`src/rtl/mem_access_ctrl_pkg.sv`:
```
// Shared LC-3b types for the memory-stage controller.
// Word type, memory-op and controller-state enums, op helpers.
package mem_access_ctrl_pkg;

    typedef logic [15:0] lc3b_word;

    typedef enum logic [2:0] {
        MOP_LDW = 3'd0,
        MOP_LDB = 3'd1,
        MOP_STW = 3'd2,
        MOP_STB = 3'd3,
        MOP_LDI = 3'd4,
        MOP_STI = 3'd5
    } lc3b_memop;

    typedef enum logic [1:0] {
        ST_IDLE = 2'd0,
        ST_IND  = 2'd1,
        ST_ACC  = 2'd2,
        ST_DONE = 2'd3
    } lc3b_mem_state;

    function automatic logic op_is_load(input lc3b_memop op);
        return (op == MOP_LDW) || (op == MOP_LDB) || (op == MOP_LDI);
    endfunction

    function automatic logic op_is_byte(input lc3b_memop op);
        return (op == MOP_LDB) || (op == MOP_STB);
    endfunction

    function automatic logic op_is_ind(input lc3b_memop op);
        return (op == MOP_LDI) || (op == MOP_STI);
    endfunction

endpackage

```
`src/rtl/mem_access_ctrl_byte_lane.sv`:
```
// Byte-lane steering for LC-3b loads and stores.
// Pure combinational: byte enables, store placement, load alignment.
module mem_access_ctrl_byte_lane
    import mem_access_ctrl_pkg::*;
(
    input  lc3b_memop   i_op,
    input  logic        i_addr0,
    input  logic [15:0] i_wdata,
    input  logic [15:0] i_mdr,
    output logic [1:0]  o_be,
    output logic [15:0] o_wdata,
    output logic [15:0] o_ldata
);

    logic [7:0] w_byte;

    assign w_byte = i_addr0 ? i_mdr[15:8] : i_mdr[7:0];

    // Select lanes, replicate store bytes, zero-extend loaded bytes
    always_comb begin
        o_be    = 2'b11;
        o_wdata = i_wdata;
        o_ldata = 16'h0000;
        unique case (i_op)
            MOP_LDW, MOP_LDI: begin
                o_ldata = i_mdr;
            end
            MOP_LDB: begin
                o_be    = i_addr0 ? 2'b10 : 2'b01;
                o_wdata = 16'h0000;
                o_ldata = {8'h00, w_byte};
            end
            MOP_STB: begin
                o_be    = i_addr0 ? 2'b10 : 2'b01;
                o_wdata = {i_wdata[7:0], i_wdata[7:0]};
            end
            MOP_STW, MOP_STI: begin
                o_ldata = 16'h0000;
            end
            default: begin
                o_be = 2'b00;
            end
        endcase
    end

endmodule

```
`src/rtl/mem_access_ctrl.sv`:
```
// LC-3b memory-stage controller: one load/store at a time,
// indirect pointer chase, memory handshake, aligned load result.
module mem_access_ctrl
    import mem_access_ctrl_pkg::*;
(
    input  logic        clk,
    input  logic        rst,
    input  logic        req_valid,
    input  lc3b_memop   req_op,
    input  logic [15:0] req_addr,
    input  logic [15:0] req_wdata,
    output logic        stall,
    output logic        done,
    output logic [15:0] load_data,
    output logic [15:0] mem_address,
    output logic        mem_read,
    output logic        mem_write,
    output logic [1:0]  mem_byte_enable,
    output logic [15:0] mem_wdata,
    input  logic [15:0] mem_rdata,
    input  logic        mem_resp
);

    lc3b_mem_state r_state;
    lc3b_mem_state w_next;
    lc3b_memop     r_op;
    lc3b_word      r_addr;
    lc3b_word      r_wdata;
    lc3b_word      r_mdr;

    logic [1:0]  w_be;
    logic [15:0] w_wdata;
    logic [15:0] w_ldata;
    logic [15:0] w_word_addr;

    assign w_word_addr = {r_addr[15:1], 1'b0};

    mem_access_ctrl_byte_lane u_lane (
        .i_op    (r_op),
        .i_addr0 (r_addr[0]),
        .i_wdata (r_wdata),
        .i_mdr   (r_mdr),
        .o_be    (w_be),
        .o_wdata (w_wdata),
        .o_ldata (w_ldata)
    );

    // State register
    always_ff @(posedge clk or posedge rst) begin
        if (rst) begin
            r_state <= ST_IDLE;
        end else begin
            r_state <= w_next;
        end
    end

    // Next state: accept, chase pointer, access, one-cycle done
    always_comb begin
        w_next = r_state;
        unique case (r_state)
            ST_IDLE: begin
                if (req_valid) begin
                    w_next = op_is_ind(req_op) ? ST_IND : ST_ACC;
                end
            end
            ST_IND: begin
                if (mem_resp) begin
                    w_next = ST_ACC;
                end
            end
            ST_ACC: begin
                if (mem_resp) begin
                    w_next = ST_DONE;
                end
            end
            ST_DONE: begin
                w_next = ST_IDLE;
            end
            default: begin
                w_next = ST_IDLE;
            end
        endcase
    end

    // Request latch, pointer replacement and load capture
    always_ff @(posedge clk or posedge rst) begin
        if (rst) begin
            r_op    <= MOP_LDW;
            r_addr  <= 16'h0000;
            r_wdata <= 16'h0000;
            r_mdr   <= 16'h0000;
        end else begin
            if (r_state == ST_IDLE && req_valid) begin
                r_op    <= req_op;
                r_addr  <= req_addr;
                r_wdata <= req_wdata;
            end
            if (r_state == ST_IND && mem_resp) begin
                r_addr <= mem_rdata;
            end
            if (r_state == ST_ACC && mem_resp && op_is_load(r_op)) begin
                r_mdr <= mem_rdata;
            end
        end
    end

    // Output decode from registered state only
    always_comb begin
        done            = 1'b0;
        load_data       = 16'h0000;
        mem_address     = 16'h0000;
        mem_read        = 1'b0;
        mem_write       = 1'b0;
        mem_byte_enable = 2'b00;
        mem_wdata       = 16'h0000;
        unique case (r_state)
            ST_IDLE: begin
                done = 1'b0;
            end
            ST_IND: begin
                mem_read        = 1'b1;
                mem_address     = w_word_addr;
                mem_byte_enable = 2'b11;
            end
            ST_ACC: begin
                mem_read        = op_is_load(r_op);
                mem_write       = ~op_is_load(r_op);
                mem_address     = w_word_addr;
                mem_byte_enable = w_be;
                mem_wdata       = w_wdata;
            end
            ST_DONE: begin
                done      = 1'b1;
                load_data = w_ldata;
            end
            default: begin
                done = 1'b0;
            end
        endcase
    end

    assign stall = req_valid & ~done;

endmodule
```
`config.mk`:
```
export PLATFORM = sky130hd
export DESIGN_NAME = mem_access_ctrl
export DESIGN_NICKNAME = d
export VERILOG_FILES = /design/src/rtl/mem_access_ctrl_pkg.sv /design/src/rtl/mem_access_ctrl_byte_lane.sv /design/src/rtl/mem_access_ctrl.sv
export SDC_FILE = /design/constraint.sdc
export NUM_CORES = 1
export LEC_CHECK = 0
export BUFFER_PORTS_ARGS = -buffer_cell sky130_fd_sc_hd__buf_4
export CORE_MARGIN = 2
export CORE_UTILIZATION = 25
export DETAILED_ROUTE_END_ITERATION = 7
export GPL_TIMING_DRIVEN = 0
export PLACE_DENSITY = 0.52
export SLEW_MARGIN = 20
export SYNTH_ARGS = -nofsm -noshare
export SYNTH_HDL_FRONTEND = slang
export SYNTH_SLANG_ARGS = --single-unit
export TNS_END_PERCENT = 100
```
`constraint.sdc`:
```
create_clock -name clk -period 1.8 [get_ports clk]
set_clock_uncertainty 0.15 [all_clocks]
set_input_delay 0.36 -clock clk [delete_from_list [all_inputs] [get_ports clk]]
set_output_delay 0.36 -clock clk [all_outputs]
set_load 0.03 [all_outputs]
```
==> results of run 1 <==
-- power groups by stage --
stage,clock network [mW],registers (mW),logic (mW)
after floorplan,0,2.09,3.37
after global placement,0,2.21,4.78
after detailed placement,0,2.22,4.83
after CTS,0.724,2.26,6.02
after global routing,0.767,2.42,6.88
final,0.702,2.33,6.50
-- worst max-delay path, cell delays in order (launching register included) --
cell and delay [ns]:
dfrtp_2 0.45, buf_6 0.13, ha_4 0.17, a21boi_4 0.14
a21boi_2 0.15, o21a_2 0.22, buf_6 0.13
-- cells by family (layout without fill, tap and decap cells) --
group,after synthesis,in the layout,share of synthesized area
adders and majority gates,4,4,0.0179
muxes,53,53,0.220
DFF,53,53,0.476
other,1,1,0.00134
buffers and inverters,20,152,0.0386
AOI/OAI and AO/OA,44,44,0.0969
and+or+nand+nor,76,76,0.150
-- cell usage after synthesis --
| cell type | count |
|---|---|
| buf_1 | 1 |
| nand3_1 | 8 |
| inv_1 | 4 |
| mux2i_1 | 17 |
| o21ai_0 | 19 |
| nor3b_1 | 1 |
| nor2b_1 | 3 |
| ha_1 | 4 |
| nand3b_1 | 1 |
| dfrtp_1 | 53 |
| o21a_1 | 4 |
| and4b_1 | 1 |
| clkinv_1 | 1 |
| a22o_1 | 8 |
| conb_1 | 1 |
| a21oi_1 | 9 |
| buf_2 | 2 |
| mux2_2 | 26 |
| nand2b_1 | 1 |
| mux2_4 | 10 |
| a21oi_2 | 1 |
| nor2_1 | 2 |
| clkbuf_1 | 6 |
| nand3_4 | 1 |
| nand2_1 | 25 |
| and2_1 | 32 |
| buf_4 | 4 |
| o22ai_1 | 1 |
| buf_6 | 2 |
| and3b_1 | 1 |
| a21boi_0 | 2 |
-- final cells by class --
class                   instances  area (um2)
inverters                       5        36.3
multi-input cells             178        1760
well taps                     140         175
clock buffers                   6        72.6
clock inverters                 2        13.8
plain buffers                  12         131
repair buffers                127        1180
flip-flops and latches         53        1330
fillers                      1056        6130
-- what timing repair did --
item / CTS / global route
endpoints found under the setup margin: 82 / 89
gates cloned: 1 / 0
gates resized for setup: 115 / 46
pin swaps: 30 / 12
buffers inserted: 10 / 10
-- worst paths after layout --
kind / start / end / slack [ns] / cells after the start
worst min register to register: r_wdata[15]$_DFFE_PP0P_ / r_wdata[15]$_DFFE_PP0P_ / 0.37 / 1
worst max register to register: r_state[0]$_DFFE_PP0P_ / r_state[0]$_DFFE_PP0P_ / 0.03 / 7
max in group asynchronous: rst / r_state[0]$_DFFE_PP0P_ / 0.99 / 2
min in group clk: mem_rdata[9] / r_addr[9]$_DFFE_PP0P_ / 0.11 / 3
worst min-delay path: rst / r_addr[13]$_DFFE_PP0P_ / 0.01 / 2
worst max-delay path: r_state[1]$_DFFE_PP0P_ / mem_byte_enable[0] / -0.40 / 6
-- placed cells by master (no fill, tap or decap), types with 10 or more instances in the layout --
cell type and instances:
buf_4 73, buf_6 59, dfrtp_1 48, and2_4 28, mux2_2 26, nand2_1 24
o21ai_0 19, mux2i_1 17, a21oi_4 10, mux2_4 10
-- layer usage --
| metal | routed length (um) | share of wire |
|---|---|---|
| met5 | 0 | 0 |
| met2 | 4160 | 0.47 |
| met3 | 742 | 0.084 |
| met4 | 73 | 0.0082 |
| met1 | 3880 | 0.44 |
-- registers in the layout (all words and copies together) (netlist names) --
signal / flops
r_addr: 16
r_mdr: 16
r_op: 3
r_state: 2
r_wdata: 16
-- through the flow --
step	total power, mW	hold slack [ns]	std cells	utilization	setup slack, ns
6_report	9.53	0.0137	523	0.434	-0.398
3_3_place_gp	6.99	0.340	498	0.360	-0.838
4_1_cts	9.01	0.0448	514	0.411	-0.409
5_1_grt	10.1	0.0720	523	0.434	-0.448
3_5_place_dp	7.05	0.343	498	0.361	-0.567
2_1_floorplan	5.47	0.327	251	-	-0.0469
==> out/qor.csv, run 1 <==
metric,value,unit
status,"finished, violations left",
failing checks,setup timing,
Yosys top cell by area,dfrtp_1,
1st-pass router iterations,4,
RSZ-0062 raised after global routing,yes,
Inserted Clock Buffers,5,
Max Fanout on Critical Path,4,
Yosys reg bits,53,
Final Critical Period,2.20,ns
Rows,38,
die height,110,um
placed instance area,3910,um2
worst hold path class,input pin to async pin,
syn_nets,310,
Max Slew Vio Count,0,
post-synthesis sequential area ratio,0.476,
required time worst endpoint,1.29,ns
CP Class,flop to primary output,
first-pass GRT wire length,13700,um
"Reg clk slew, reported paths",0.10,ns
HPWL Detailed,6210,um
layout cell share with drive strength beyond 1,0.687,
clock share of power,0.074,
die area,12000,um2
IO Port Bufs,107,
setup_tns,-15.49,ns
Die W,110,um
Comb power frac,0.682,
Max Cap Violations,0,
diodes inserted,0,
area grow syn2layout,68.8,%
Mapped Cells,251,
met2 usage,0.244,
gr usage total,0.150,
Flop pwr share,0.244,
post-route ant nets,0,
Clock Root Buffer,clkbuf_8,
TritonCTS clock tree,yes,
IO Count,109,
leakage,2.24,nW
Core ar.,10800,um2
via count,2403,
GRT overflow,0,
sw frac,0.430,
wire length per cell,16.9,um
initial antenna violation count,0,
Max-slew headroom,0.544,
Tightest Pin Transition,0.684,ns
routability cong.,0.749,
worst skew pair latency,0.30,ns
P_sw,4.10,mW
post-layout instance area,4710,um2
Vias/cell,4.59,
crit path capture type,primary output,
Initial Util,0.257,
Final Hold Viols,0,
H-tree Lvls,2,
largest net degree at the start of global routing,54,
hold_buf cts,0,
Final nets,441,
met3 usage,0.0468,
clk buf depth,2,
achievable frequency,0.455,GHz
fin worst setup slack,-0.398,ns
DRC violations left,0,
PD cells,2020,nW/um2
Pint,5.43,mW
Tcrit/Tclk final,1.22,
Iter 0 DRT Violations,57,
CP Launch Type,flop,
CTS Sinks,53,
top-area cell type share of the netlist area,0.476,
Max rail drop VDD,0.000872,V
"Warnings, synthesis",0,
top post-synthesis cells by area,"dfrtp_1 (48%), mux2_2 (10%), and2_1 (7.2%), mux2i_1 (6.1%), mux2_4 (5.4%)",
routed wire length,8850,um
GR peak layer,met2,
Yosys cell types,31,
grt met1 use,0.198,
vias in the first global route,2569,
Setup Viol. Count Final,52,
Avg Synthesized Cell Area,11.1,um2
crit path DAT,1.69,ns
cell area after synthesis,2790,um2
(Power assumes the default switching activity.)
==> run 2, diff against run 1 <==
--- a/config.mk
+++ b/config.mk
@@ -5,7 +5,7 @@
 export SDC_FILE = /design/constraint.sdc
 export NUM_CORES = 1
 export LEC_CHECK = 0
-export BUFFER_PORTS_ARGS = -buffer_cell sky130_fd_sc_hd__buf_4
+export BUFFER_PORTS_ARGS = -buffer_cell sky130_fd_sc_hd__buf_2
 export CORE_MARGIN = 2
 export CORE_UTILIZATION = 25
 export DETAILED_ROUTE_END_ITERATION = 7
==> run 2 against run 1 <==
The flow still finishes with violations (setup timing). Cell count grew 0.57%. First-iteration DRC count decreased by 21%. Utilization is 0.46 points lower. Via count shrank 0.21%. Critical endpoint unchanged. Largest power group unchanged.
==> out/qor.csv, run 2 (same netlist as run 1, synthesis figures left out) <==
metric,value,unit,change
P_sw,4.16,mW,+1.6%
Max Fanout on Critical Path,5,,+1
H-tree Lvls,2,,unchanged
Tcrit/Tclk final,1.21,,-0.0133
wire length per cell,16.8,um,-0.62%
hold_buf cts,0,,unchanged
Max Slew Vio Count,0,,unchanged
Setup Viol. Count Final,53,,+1.9%
post-layout instance area,4660,um2,-1.1%
vias in the first global route,2493,,-3.0%
post-route ant nets,0,,unchanged
Inserted Clock Buffers,5,,unchanged
status,"finished, violations left",,
initial antenna violation count,0,,unchanged
Final Critical Period,2.17,ns,-0.0239 ns
Place WS,-0.609,ns,-0.0416 ns
Reg2Reg Setup Slack,0.02,ns,about the same
CP Class,flop to primary output,,
IO Port Bufs,107,,unchanged
worst skew pair latency,0.30,ns,about the same
routability cong.,0.742,,-1.0%
CTS Sinks,53,,unchanged
Tightest Pin Transition,0.684,ns,-0.000592 ns
"commonest non-fill, non-tap cell in the layout",buf_6,,
Final nets,444,,+0.68%
IO Count,109,,unchanged
worst hold path class,input pin to async pin,,
HPWL Detailed,6160,um,-0.80%
sw frac,0.429,,-0.000858
crit path capture type,primary output,,
placed instance area,3640,um2,-6.9%
GRT overflow,0,,unchanged
CP Launch Type,flop,,
failing checks,setup timing,,
clk buf depth,2,,unchanged
top flop regs,"r_addr x16, r_mdr x16, r_wdata x16",,
leakage,2.22,nW,-0.58%
RSZ-0062 raised after global routing,yes,,
first-pass GRT wire length,13500,um,-1.3%
Pint,5.54,mW,+2.0%
Max-slew headroom,0.544,,about the same
Final Hold Viols,0,,unchanged
TritonCTS clock tree,yes,,
Vias/cell,4.56,,-0.78%
Iter 0 DRT Violations,45,,-21%
routed wire length,8850,um,about the same
Max rail drop VDD,0.000871,V,about the same
diodes inserted,0,,unchanged
gr usage total,0.148,,-0.00127
clock share of power,0.077,,+0.003
1st-pass router iterations,3,,-1
DRC violations left,0,,unchanged
Initial Util,0.257,,unchanged
fin worst setup slack,-0.375,ns,+0.0239 ns
die height,110,um,unchanged
Flop pwr share,0.242,,-0.002
crit path DAT,1.66,ns,-0.03 ns
PD cells,2080,nW/um2,+2.9%
via count,2398,,-0.21%
Clock Root Buffer,clkbuf_8,,
area grow syn2layout,67.0,%,
Core ar.,10800,um2,unchanged
layout cell share with drive strength beyond 1,0.689,,+0.00244
achievable frequency,0.460,GHz,+1.1%
hold_ws,0.00948,ns,-0.00424 ns
Max Cap Violations,0,,unchanged
"Reg clk slew, reported paths",0.10,ns,about the same
Comb power frac,0.682,,about the same
Rows,38,,unchanged
Tot Pwr,9.70,mW,+1.9%
largest net degree at the start of global routing,54,,unchanged
Die W,110,um,unchanged
die area,12000,um2,unchanged
most frequent cells in the layout,"buf_6 (64), buf_2 (55), dfrtp_1 (50), and2_4 (31), mux2_2 (26)",,
required time worst endpoint,1.29,ns,about the same
## run 2: cell types whose count changed in the layout (fill, tap and decap cells not counted), sizes merged
cell | before | now
buf | 135 | 136
clkbuf | 10 | 11
clkinv | 2 | 3
## run 2: layout make-up
cell class,instances,area [um2]
timing repair buffer,129,1090
fill,1074,6180
buffer,12,151
timing repair inverter,1,16.3
multi-input combinational,178,1750
tap,140,175
inverter,5,36.3
sequential,53,1330
clock buffer,6,82.6
clock inverter,2,17.5
## run 2: worst paths after layout
check	from	endpoint	cells after the start
setup / recovery	r_state[0]$_DFFE_PP0P_	mem_byte_enable[0]	6
hold / removal	rst	r_wdata[9]$_DFFE_PP0P_	2
setup reg to reg	r_op[2]$_DFFE_PP0P_	r_mdr[2]$_DFFE_PP0P_	7
hold reg to reg	r_wdata[11]$_DFFE_PP0P_	r_wdata[11]$_DFFE_PP0P_	1
max in group asynchronous	rst	r_state[1]$_DFFE_PP0P_	2
min in group clk	mem_rdata[12]	r_addr[12]$_DFFE_PP0P_	3
## run 2: repair_timing
action / 4_1_cts / 5_1_grt
hold endpoints to repair: 0 / 0
pin swaps: 43 / 6
resized for setup: 191 / 28
gates cloned: 2 / 0
buffers inserted: 12 / 9
setup endpoints to repair: 82 / 88
## run 2: through the flow
stage,setup TNS (ns),util,cells
after floorplan,-0.484,-,251
after global placement,-63.30,0.336,498
after detailed placement,-20.50,0.336,498
after CTS,-16.17,0.414,517
after global routing,-19.62,0.430,526
final,-15.14,0.430,526
## run 2: power by group through the flow
stage | Combinational (mW) | Clock (mW) | Sequential [mW]
after CTS | 6.29 | 0.777 | 2.31
final | 6.61 | 0.745 | 2.35
after detailed placement | 4.45 | 0 | 2.23
after global routing | 7.01 | 0.836 | 2.42
after floorplan | 3.37 | 0 | 2.09
after global placement | 4.41 | 0 | 2.21
## run 2: metal layers
| layer | GRT usage | part of all wire |
|---|---|---|
| met5 | 0 | 0 |
| met4 | 0.0190 | 0.0016 |
| met3 | 0.0504 | 0.082 |
| met2 | 0.255 | 0.49 |
| met1 | 0.185 | 0.42 |
## run 2: critical path: stages, from the launching register on
cell,delay (ns)
dfrtp_1,0.44
inv_2,0.09
ha_4,0.19
a21boi_2,0.16
a21boi_2,0.16
o21a_2,0.20
buf_6,0.13
==> run 3, diff against run 2 <==
--- a/config.mk
+++ b/config.mk
@@ -5,9 +5,10 @@
 export SDC_FILE = /design/constraint.sdc
 export NUM_CORES = 1
 export LEC_CHECK = 0
+export ABC_AREA = 1
 export BUFFER_PORTS_ARGS = -buffer_cell sky130_fd_sc_hd__buf_2
-export CORE_MARGIN = 2
 export CORE_UTILIZATION = 25
+export CTS_CLUSTER_DIAMETER = 80
 export DETAILED_ROUTE_END_ITERATION = 7
 export GPL_TIMING_DRIVEN = 0
 export PLACE_DENSITY = 0.52
==> run 3 against run 2 <==
The flow still finishes with violations (setup timing). Clock-buffer cell count up 1. Critical path depth up 1. Power up 1.1%. Cell count up 33%. Combinational power down 2%. Utilization down 0.88 points. Setup slack better by 0.062 ns. Non-clock buffer count unchanged. Fmax up 2.9%. Synthesized cell count up 70%. Area after synthesis up 5.6%. Register-to-register slack better by 0.04 ns. Critical path type unchanged. Largest cell class unchanged. Largest power group unchanged.
==> out/qor.csv, run 3 <==
metric,value,unit,change
post-placement cell count,675,,+36%
H-tree Lvls,2,,unchanged
routability cong.,0.819,,+10%
"Reg clk slew, reported paths",0.07,ns,-0.03 ns
crit path capture type,primary output,,
wire length per cell,13.7,um,-19%
CP Class,flop to primary output,,
1st-pass router iterations,4,,+1
setup_tns,-14.46,ns,+0.681 ns
Tcrit/Tclk final,1.17,,-0.0344
Mapped Cells,426,,+70%
Comb power frac,0.660,,-0.022
P_sw,4.67,mW,+12%
Reg2Reg Setup Slack,0.06,ns,+0.04 ns
Initial Util,0.257,,-0.000425
die height,111,um,+0.84%
most frequent cells in the layout,"nand2_1 (82), buf_6 (66), buf_2 (58), dfrtp_1 (48), o21ai_0 (46)",,
Post-Layout Cell Count,697,,+33%
gr usage total,0.157,,+0.00901
Synth top cells by count,"nand2_1 (117), inv_1 (65), nor2_1 (62)",,
post-layout instance area,4830,um2,+3.6%
initial antenna violation count,0,,unchanged
Tightest Pin Transition,0.668,ns,-0.0154 ns
area grow syn2layout,63.8,%,
syn_nets,485,,+56%
Max Cap Violations,0,,unchanged
Max Fanout on Critical Path,5,,unchanged
Die W,111,um,+0.84%
Post-synth EDFFs,0,,unchanged
leakage,2.40,nW,+8.2%
first-pass GRT wire length,15600,um,+16%
GRT overflow,0,,unchanged
DRC violations left,0,,unchanged
worst skew pair latency,0.29,ns,about the same
failing checks,setup timing,,
required time worst endpoint,1.29,ns,about the same
die area,12200,um2,+1.7%
Rows,39,,+2.6%
Final nets,612,,+38%
IO Port Bufs,106,,-0.93%
crit path DAT,1.60,ns,-0.06 ns
top flop regs,"r_addr x16, r_mdr x16, r_wdata x16",,
Flop pwr share,0.227,,-0.015
placed instance area,3820,um2,+4.9%
Vias/cell,4.43,,-2.7%
IO Count,109,,unchanged
clk buf depth,2,,unchanged
Core ar.,11500,um2,+5.8%
Setup Viol. Count Final,53,,unchanged
Yosys cell types,20,,-35%
Yosys reg bits,53,,unchanged
asr flop ratio synth,1.00,,unchanged
top-area cell type share of the netlist area,0.450,,-0.0253
hold_buf cts,0,,unchanged
Tot Pwr,9.81,mW,+1.1%
Final Critical Period,2.11,ns,-0.0619 ns
Inserted Clock Buffers,5,,unchanged
cell area after synthesis,2950,um2,+5.6%
clock share of power,0.114,,+0.037
achievable frequency,0.473,GHz,+2.9%
Final Hold Viols,0,,unchanged
vias in the first global route,3146,,+26%
largest net degree at the start of global routing,54,,unchanged
status,"finished, violations left",,
post-synthesis sequential area ratio,0.450,,-0.0253
HPWL Detailed,7130,um,+16%
Avg Synthesized Cell Area,6.91,um2,-38%
Max-slew headroom,0.555,,+0.0103
"Warnings, synthesis",0,,unchanged
routed wire length,9540,um,+7.8%
Pint,5.14,mW,-7.1%
TritonCTS clock tree,yes,,
"commonest non-fill, non-tap cell in the layout",nand2_1,,
Clock Root Buffer,clkbuf_16,,
Max Slew Vio Count,0,,unchanged
Yosys top cell by area,dfrtp_1,,
layout cell share with drive strength beyond 1,0.464,,-0.225
CP Launch Type,flop,,
sw frac,0.476,,+0.0465
Max rail drop VDD,0.000959,V,+10%
top post-synthesis cells by area,"dfrtp_1 (45%), nand2_1 (15%), o21ai_0 (9.0%), inv_1 (8.3%), nor2_1 (7.9%)",,
worst hold path class,input pin to async pin,,
fin worst setup slack,-0.313,ns,+0.0619 ns
post-route ant nets,0,,unchanged
diodes inserted,0,,unchanged
via count,3091,,+29%
PD cells,2030,nW/um2,-2.4%
RSZ-0062 raised after global routing,yes,,
"count leader, synth",nand2_1,,
Iter 0 DRT Violations,133,,+200%
CTS Sinks,53,,unchanged
ys flop type,dfrtp_1,,
run 3: cell types whose count changed after synthesis, sizes merged, moves of 17 or more:
cell   change
nand2     +93
nor3      +17
mux2      -36
o21ai     +34
nor2      +61
mux2i     -17
inv       +62
and2      -32
run 3: kinds of logic after synthesis:
group                      count (synthesis)  synth area share
adders and majority gates                  4            0.0170
buffers and inverters                     87             0.124
AOI/OAI and AO/OA                         69             0.118
DFF                                       53             0.450
other                                      1           0.00127
and+or+nand+nor                          212             0.289
run 3: repair_timing:
action / 4_1_cts / 5_1_grt
pin swaps: 23 / 24
endpoints found under the hold margin: 0 / 0
cloned: 1 / 2
endpoints found under the setup margin: 51 / 84
gates resized for setup: 175 / 70
setup buffers: 10 / 2
run 3: worst paths after layout:
check	depth (start not counted)	startpoint	endpoint
worst max-delay path	7	r_state[1]$_DFFE_PP0P_	mem_address[13]
worst min-delay path	2	rst	r_addr[8]$_DFFE_PP0P_
worst max register to register	9	r_state[1]$_DFFE_PP0P_	r_addr[4]$_DFFE_PP0P_
worst min register to register	2	r_wdata[8]$_DFFE_PP0P_	r_wdata[8]$_DFFE_PP0P_
max in group asynchronous	2	rst	r_state[1]$_DFFE_PP0P_
min in group clk	3	req_wdata[15]	r_wdata[15]$_DFFE_PP0P_
run 3: cell type report:
type                            count  area, um2
Fill cell                        1147       6640
Multi-Input combinational cell    286       1660
Sequential cell                    53       1330
Timing Repair Buffer              121       1040
Inverter                           66        263
Buffer                             20        179
Tap cell                          143        179
Clock buffer                        7        143
Clock inverter                      1       30.0
run 3: through the flow:
| step | hold slack (ns) | util | worst slack (ns) |
|---|---|---|---|
| 2_1_floorplan | 0.287 | - | -0.130 |
| 3_3_place_gp | 0.312 | 0.333 | -0.737 |
| 3_5_place_dp | 0.314 | 0.333 | -0.289 |
| 4_1_cts | 0.0437 | 0.405 | -0.404 |
| 5_1_grt | 0.0707 | 0.421 | -0.399 |
| 6_report | 0.0135 | 0.421 | -0.313 |
run 3: worst max-delay path, stage by stage (launching register included):
cell and delay (ns):
dfrtp_2 0.43, buf_6 0.12, inv_4 0.03, ha_4 0.33, clkbuf_16 0.18, nand2_4 0.04
inv_2 0.05, buf_6 0.12
run 3: power groups by stage:
stage,logic (mW),clock network [mW],registers [mW]
2_1_floorplan,3.36,0,2.02
3_3_place_gp,4.45,0,2.11
3_5_place_dp,4.49,0,2.13
4_1_cts,6.08,1.15,2.13
5_1_grt,6.98,1.19,2.29
6_report,6.47,1.12,2.22
run 3: routing by layer:
metal / share of wire / global-route usage
met1: 0.46 / 0.206
met5: 0 / 0
met3: 0.029 / 0.0209
met2: 0.50 / 0.269
met4: 0.015 / 0.0489
